`config.mk`:
```
export PLATFORM = sky130hd
export DESIGN_NAME = mmio_reg_bank
export DESIGN_NICKNAME = d
export VERILOG_FILES = /design/src/rtl/mmio_reg_bank.sv
export SDC_FILE = /design/constraint.sdc
export NUM_CORES = 1
export LEC_CHECK = 0
export ABC_AREA = 1
export CORE_MARGIN = 1
export CORE_UTILIZATION = 28
export DETAILED_ROUTE_END_ITERATION = 10
export MAX_ROUTING_LAYER = met4
export SYNTH_ARGS = -nofsm -noshare
export SYNTH_HDL_FRONTEND = slang
export SYNTH_SLANG_ARGS = --single-unit
```
`constraint.sdc`:
```
create_clock -name clk_in -period 3.7 [get_ports clk_in]
set_input_delay 0.555 -clock clk_in [delete_from_list [all_inputs] [get_ports clk_in]]
set_output_delay 0.555 -clock clk_in [all_outputs]
set_load 0.1 [all_outputs]
```
`src/rtl/mmio_reg_bank.sv`:
```
`default_nettype none
// ============================================================================
// Module   : mmio_reg_bank
// Purpose  : picorv32 memory-mapped bank of byte-strobed output registers and
//            sampled input registers with optional write-1-to-clear sticky bits.
// Revision : 1.0  initial release
// ============================================================================
module mmio_reg_bank #(
  parameter logic [31:0]           BASE_ADDR      = 32'h1000_0000,
  parameter int                    NUM_OUT        = 4,
  parameter int                    NUM_IN         = 2,
  parameter logic [NUM_OUT*32-1:0] OUT_RESET      = '0,
  parameter logic [NUM_IN*32-1:0]  IN_STICKY_MASK = '0
) (
  input  logic                    clk_in,
  input  logic                    reset_in,
  input  logic                    mem_valid,
  input  logic                    mem_instr,
  input  logic [31:0]             mem_addr,
  input  logic [31:0]             mem_wdata,
  input  logic [3:0]              mem_wstrb,
  output logic                    mem_ready,
  output logic [31:0]             mem_rdata,
  output logic [NUM_OUT*32-1:0]   regs_out,
  output logic [NUM_OUT-1:0]      wr_pulse_out,
  input  logic [NUM_IN*32-1:0]    regs_in
);

  localparam int c_TOTAL = NUM_OUT + NUM_IN;
  localparam int c_NIN   = (NUM_IN > 0) ? NUM_IN : 1;

  typedef enum logic [1:0] {
    ST_IDLE = 2'd0,
    ST_ACK  = 2'd1,
    ST_HOLD = 2'd2
  } state_t;

  state_t                  r_state;
  state_t                  w_state_nxt;
  logic [29:0]             w_word_off;
  logic [4:0]              w_idx;
  logic                    w_hit;
  logic                    w_accept;
  logic                    w_write;
  logic [31:0]             w_byte_mask;
  logic [31:0]             w_rd_val;
  logic [NUM_OUT-1:0]      w_wr_out;
  logic [NUM_OUT*32-1:0]   r_out;
  logic [c_NIN*32-1:0]     r_in;
  logic [31:0]             r_rdata;
  logic [NUM_OUT-1:0]      r_wr_pulse;
  logic                    w_unused_addr_lsb;

  // Decode is done on word addresses; the byte offset within a word is ignored.
  assign w_unused_addr_lsb = ^mem_addr[1:0];
  assign w_word_off  = mem_addr[31:2] - BASE_ADDR[31:2];
  assign w_idx       = w_word_off[4:0];
  assign w_hit       = mem_valid & ~mem_instr
                     & (mem_addr[31:2] >= BASE_ADDR[31:2])
                     & (w_word_off < 30'(c_TOTAL));
  assign w_accept    = (r_state == ST_IDLE) & w_hit;
  assign w_write     = |mem_wstrb;
  assign w_byte_mask = {{8{mem_wstrb[3]}}, {8{mem_wstrb[2]}},
                        {8{mem_wstrb[1]}}, {8{mem_wstrb[0]}}};

  always_ff @(posedge clk_in) begin
    if (reset_in) begin
      r_state <= ST_IDLE;
    end else begin
      r_state <= w_state_nxt;
    end
  end

  always_comb begin
    w_state_nxt = r_state;
    case (r_state)
      ST_IDLE: if (w_hit) w_state_nxt = ST_ACK;
      ST_ACK:  w_state_nxt = ST_HOLD;
      ST_HOLD: w_state_nxt = ST_IDLE;
      default: w_state_nxt = ST_IDLE;
    endcase
  end

  always_comb begin
    w_rd_val = '0;
    for (int i = 0; i < NUM_OUT; i++) begin
      if (w_idx == 5'(i)) w_rd_val = r_out[32*i +: 32];
    end
    for (int j = 0; j < NUM_IN; j++) begin
      if (w_idx == 5'(NUM_OUT + j)) w_rd_val = r_in[32*j +: 32];
    end
  end

  for (genvar gi = 0; gi < NUM_OUT; gi++) begin : g_wr
    assign w_wr_out[gi] = w_accept & w_write & (w_idx == 5'(gi));
  end

  always_ff @(posedge clk_in) begin
    if (reset_in) begin
      r_out <= OUT_RESET;
    end else begin
      for (int i = 0; i < NUM_OUT; i++) begin
        if (w_wr_out[i]) begin
          r_out[32*i +: 32] <= (r_out[32*i +: 32] & ~w_byte_mask)
                             | (mem_wdata & w_byte_mask);
        end
      end
    end
  end

  if (NUM_IN > 0) begin : g_in
    logic [NUM_IN*32-1:0] w_clr;

    always_comb begin
      w_clr = '0;
      for (int j = 0; j < NUM_IN; j++) begin
        if (w_accept && w_write && (w_idx == 5'(NUM_OUT + j))) begin
          w_clr[32*j +: 32] = mem_wdata & w_byte_mask;
        end
      end
    end

    // A new set arriving in the same cycle as a clear takes precedence.
    always_ff @(posedge clk_in) begin
      if (reset_in) begin
        r_in <= '0;
      end else begin
        r_in <= (r_in & ~w_clr & IN_STICKY_MASK) | regs_in;
      end
    end
  end else begin : g_no_in
    assign r_in = '0;
  end

  // Read data is captured pre-write so the ACK cycle returns the old contents.
  always_ff @(posedge clk_in) begin
    if (reset_in) begin
      r_rdata    <= '0;
      r_wr_pulse <= '0;
    end else begin
      r_rdata    <= w_accept ? w_rd_val : 32'h0;
      r_wr_pulse <= w_wr_out;
    end
  end

  assign mem_ready    = (r_state == ST_ACK);
  assign mem_rdata    = r_rdata;
  assign regs_out     = r_out;
  assign wr_pulse_out = r_wr_pulse;

endmodule
`default_nettype wire

```
Word level (Yosys, flattened, before mapping)
Cells that the tools add are included.

Flip-flop bits (word level): 230. Input port bits: 136. Output and inout port bits: 165. Logic and storage cells: 51.

$add $sub $neg: 1. Order comparisons: 2. Equality and inequality tests: 7. Mux-type cells: 8. Bitwise operators: 21. Reductions and logical operators: 4.

Operator list (number): 32-bit 2-to-1 mux (6); 32-bit bitwise AND (5); 32-bit OR (4); 32-bit inverter (1); 30-bit by 27-bit greater-or-equal comparator with 1-bit output, second input constant (1); 30-bit by 3-bit < comparator with 1-bit output, second input constant (1); 30-bit by 27-bit subtractor with 30-bit output, second input constant (1); 5-bit by 2-bit equality test with 1-bit output, second input constant (2); 5-bit by 3-bit equality test with 1-bit output, second input constant (2); 1-bit bitwise AND (9); 5-bit by 1-bit equality test with 1-bit output, second input constant (1); 5-bit zero test (1); 2-bit case mux with 2 select lines (1); 4-bit OR reduction (1); 2-bit by 1-bit equality test with 1-bit output, second input constant (1); 2-bit zero test (1); 2-bit 2-to-1 mux (1); 2-bit inequality test, second input constant (1); 1-bit inverter (2); 2-bit OR reduction (1).

Longest topological paths before layout
Word-level depth: 8. Gate-level depth with buffers: 12. Gate-level depth less buffers: 10.

Worst setup path before layout
OpenSTA, ideal clock, no wires.

Path kind: register -> output. Start point: reg r_state[0]. End point: out mem_ready. Data arrival time: 1610 ps. Required time: 3145 ps. Setup slack: 1535 ps. Cell stages (with the launch flop): 3. Buffers on the path: 0. Cell sequence: dfxtp_1 -> inv_1 -> nor2_1.

Longest elaborated chain between the ends: 1.

Ends and longest elaborated chain: from (decl) (RTL line 38) `state_t r_state;`; from (signal assigned) (RTL line 70) `r_state <= w_state_nxt;`; 2-bit by 1-bit equality test with 1-bit output (RTL line 146) `assign mem_ready = (r_state == ST_ACK);`; to (decl) (RTL line 22) `output logic mem_ready,`.

No other way between the ends.

Final worst setup path
Same ends and word-level chain as after synthesis.

==> flow_summary.toml <==
[run_status]
status = "finished, final reports clean"

[clock_network]
clockBufferDepth = 3
clk_pin_slew_ns = 0.05
cts_tree = "built"
cts-resized-gates = 0
hold_buffers = 0
cts-buffers-inserted = 26
numClockSinks = 230
root_buffer = "clkbuf_16"
htree_levels = 1
postCtsSetupBuffers = 0
insertion_delay_ns = 0.53

[sta]
fin_skew_ns = 0.00715
max_freq_ghz = 0.370
rsz0062_at_grt = "false"
fin_tns_setup_ns = 0
setup_viol = 0
post-route-period-util_pct = 73.0
slew_violations = 0
maxSlewHeadroom_pct = 28.7
finalCriticalPeriod_ns = 2.70
final-hold-violation-count = 0
tightest_slew_ns = 1.07

[floorplan]
fp.dieH_um = 187
rows = 67
core_area_mm2 = 0.0336
start_util_pct = 28.5
die_area_mm2 = 0.0349
ios = 301
die_x_um = 187

[yosys]
synth_top_area_share_pct = 48.1
synth_area_leaders = "dfxtp_1 48%, nor2_1 15%, nand2_1 11%"
seq_area_frac_synth_pct = 48.1
syn_nets = 1485
synth.distinct_cells = 25
ys_seq_elements = 230
synth_area_per_cell_um2 = 7.10
synthTopCellsByCount = "378 x nor2_1, 279 x nand2_1, 230 x dfxtp_1"
syn_area_mm2 = 0.00957
synth_ff_type = "dfxtp_1"
synth-edff-count = 0
synth.most_common_cell = "nor2_1"
yosys_warnings = 0
async_flop_share_pct = 0
netlist_instances = 1349
synth_area_leader_cell = "dfxtp_1"

[drt]
routed_wl_um = 31500
drtIter0Drc = 462
wl_per_cell_um = 15.1
firstDrtPassIters = 5
via_count = 8994
antenna_left = 0
remaining_drc_errors = 0
avgViaCountPerCell = 4.31

[power_and_ir_drop]
p_leak_nw = 6.14
clockPowerShare_pct = 46.8
power.total_w = 0.00527
p_comb_share_pct = 5.3
p_sw_w = 0.00116
sequentialPowerShare_pct = 47.9
swShare_pct = 22.1
power_density_mw_per_mm2 = 386
peakVddDrop_uv = 301
power.internal_w = 0.00411

[grt]
grt_max_degree = 77
antenna_found_initial = 0
grt_pass1_vias = 8584
grt_usage_pct = 18.3
grt_overflow = 0
grt_pass1_wl_um = 48100

[worst_setup_path]
critical_path_arrival_ns = 2.15
path_class = "reg2out"
end_kind = "output pin"
required_ns = 3.14
critPathMaxFanout = 2
start_kind = "register"

[placement]
port_buffers = 298
finalWeightedCongestion = 0.875
hpwl_um = 22500

[finish]
nets = 1756
synthToLayoutAreaGrowth_pct = 42.5
insertedDiodeCount = 0
drive_gt1_share_pct = 5.13

[job]
drv_cap = 0

[hold_path]
hold_class = "reg2reg"
[power by group through the flow]
| stage | Combinational, W | Clock, W | Sequential, W |
|---|---|---|---|
| final | 0.000279 | 0.00247 | 0.00252 |
| after CTS | 0.000283 | 0.00255 | 0.00252 |
| after global routing | 0.000308 | 0.00265 | 0.00252 |
| after floorplan | 0.0000858 | 0 | 0.00257 |
| after detailed placement | 0.000282 | 0 | 0.00258 |
| after global placement | 0.000280 | 0 | 0.00258 |
[final timing paths]
check	depth (start not counted)	slack, ns	start	end
setup reg to reg	10	1.65	r_state[1]$_SDFFE_PP0P_	register
setup / recovery	3	1.0	r_state[0]$_SDFFE_PP0P_	mem_ready
hold / removal	1	0.45	r_state[1]$_SDFFE_PP0P_	r_state[1]$_SDFFE_PP0P_
hold reg to reg	1	0.45	r_state[1]$_SDFFE_PP0P_	r_state[1]$_SDFFE_PP0P_
[critical path, cell delays in order (launching register included)]
cell,delay (ns)
dfxtp_1,0.33
inv_1,0.05
nor2_1,0.09
clkdlybuf4s50_1,1.16
[kinds of logic after synthesis]
kind of cell | share of synthesized area, %
simple gates | 31.1
buf+inv | 12.5
flops | 48.1
compound gates | 8.29
[placed cells by master (no fill, tap or decap)]
cell,netlist,routed
a21oi_1,54,54
and2_0,1,1
buf_12,1,2
buf_2,6,1
buf_4,1,8
clkbuf_1,39,5
clkbuf_16,0,27
clkbuf_8,0,6
clkdlybuf4s50_1,0,297
clkinv_1,1,1
clkinv_2,0,5
clkinvlp_4,0,2
dfxtp_1,230,230
inv_1,203,202
inv_2,7,7
inv_6,0,1
nand2_1,279,278
nand2_2,0,1
nand3_1,13,11
nand3_2,2,4
nand4_1,2,2
nand4_4,16,16
nor2_1,378,378
nor2_2,1,1
nor2_4,2,2
nor3_1,4,4
nor3_4,0,1
o21ai_0,3,3
o21ai_1,24,24
o22ai_1,62,62
or2_1,1,1
[through the flow]
| stage | std cells | utilization (%) | cell area (um^2) | hold WS (ns) | worst slack [ns] |
|---|---|---|---|---|---|
| 2_1_floorplan | 1349 | - | 9570 | 0.422 | 1.54 |
| 3_3_place_gp | 2040 | 38.1 | 12800 | 0.434 | 0.804 |
| 3_5_place_dp | 2040 | 38.1 | 12800 | 0.447 | 0.749 |
| 6_report | 2085 | 40.6 | 13600 | 0.453 | 1.00 |
| 5_1_grt | 2085 | 40.6 | 13600 | 0.470 | 0.901 |
| 4_1_cts | 2085 | 40.6 | 13600 | 0.455 | 0.956 |
[final cells by class]
class / count / area [um^2]
Fill cell: 3363 / 20000
Sequential cell: 230 / 4600
Multi-Input combinational cell: 843 / 3790
Timing Repair Buffer: 308 / 3080
Inverter: 211 / 793
Clock buffer: 38 / 777
Tap cell: 448 / 561
Clock inverter: 7 / 43.8
[per-layer routing]
| layer | share of wire, % | track usage, % |
|---|---|---|
| met2 | 45 | 28.7 |
| met5 | 0 | - |
| met3 | 6.9 | 3.98 |
| met1 | 45 | 23.2 |
| met4 | 2.8 | 6.27 |
(Power assumes the default switching activity.)
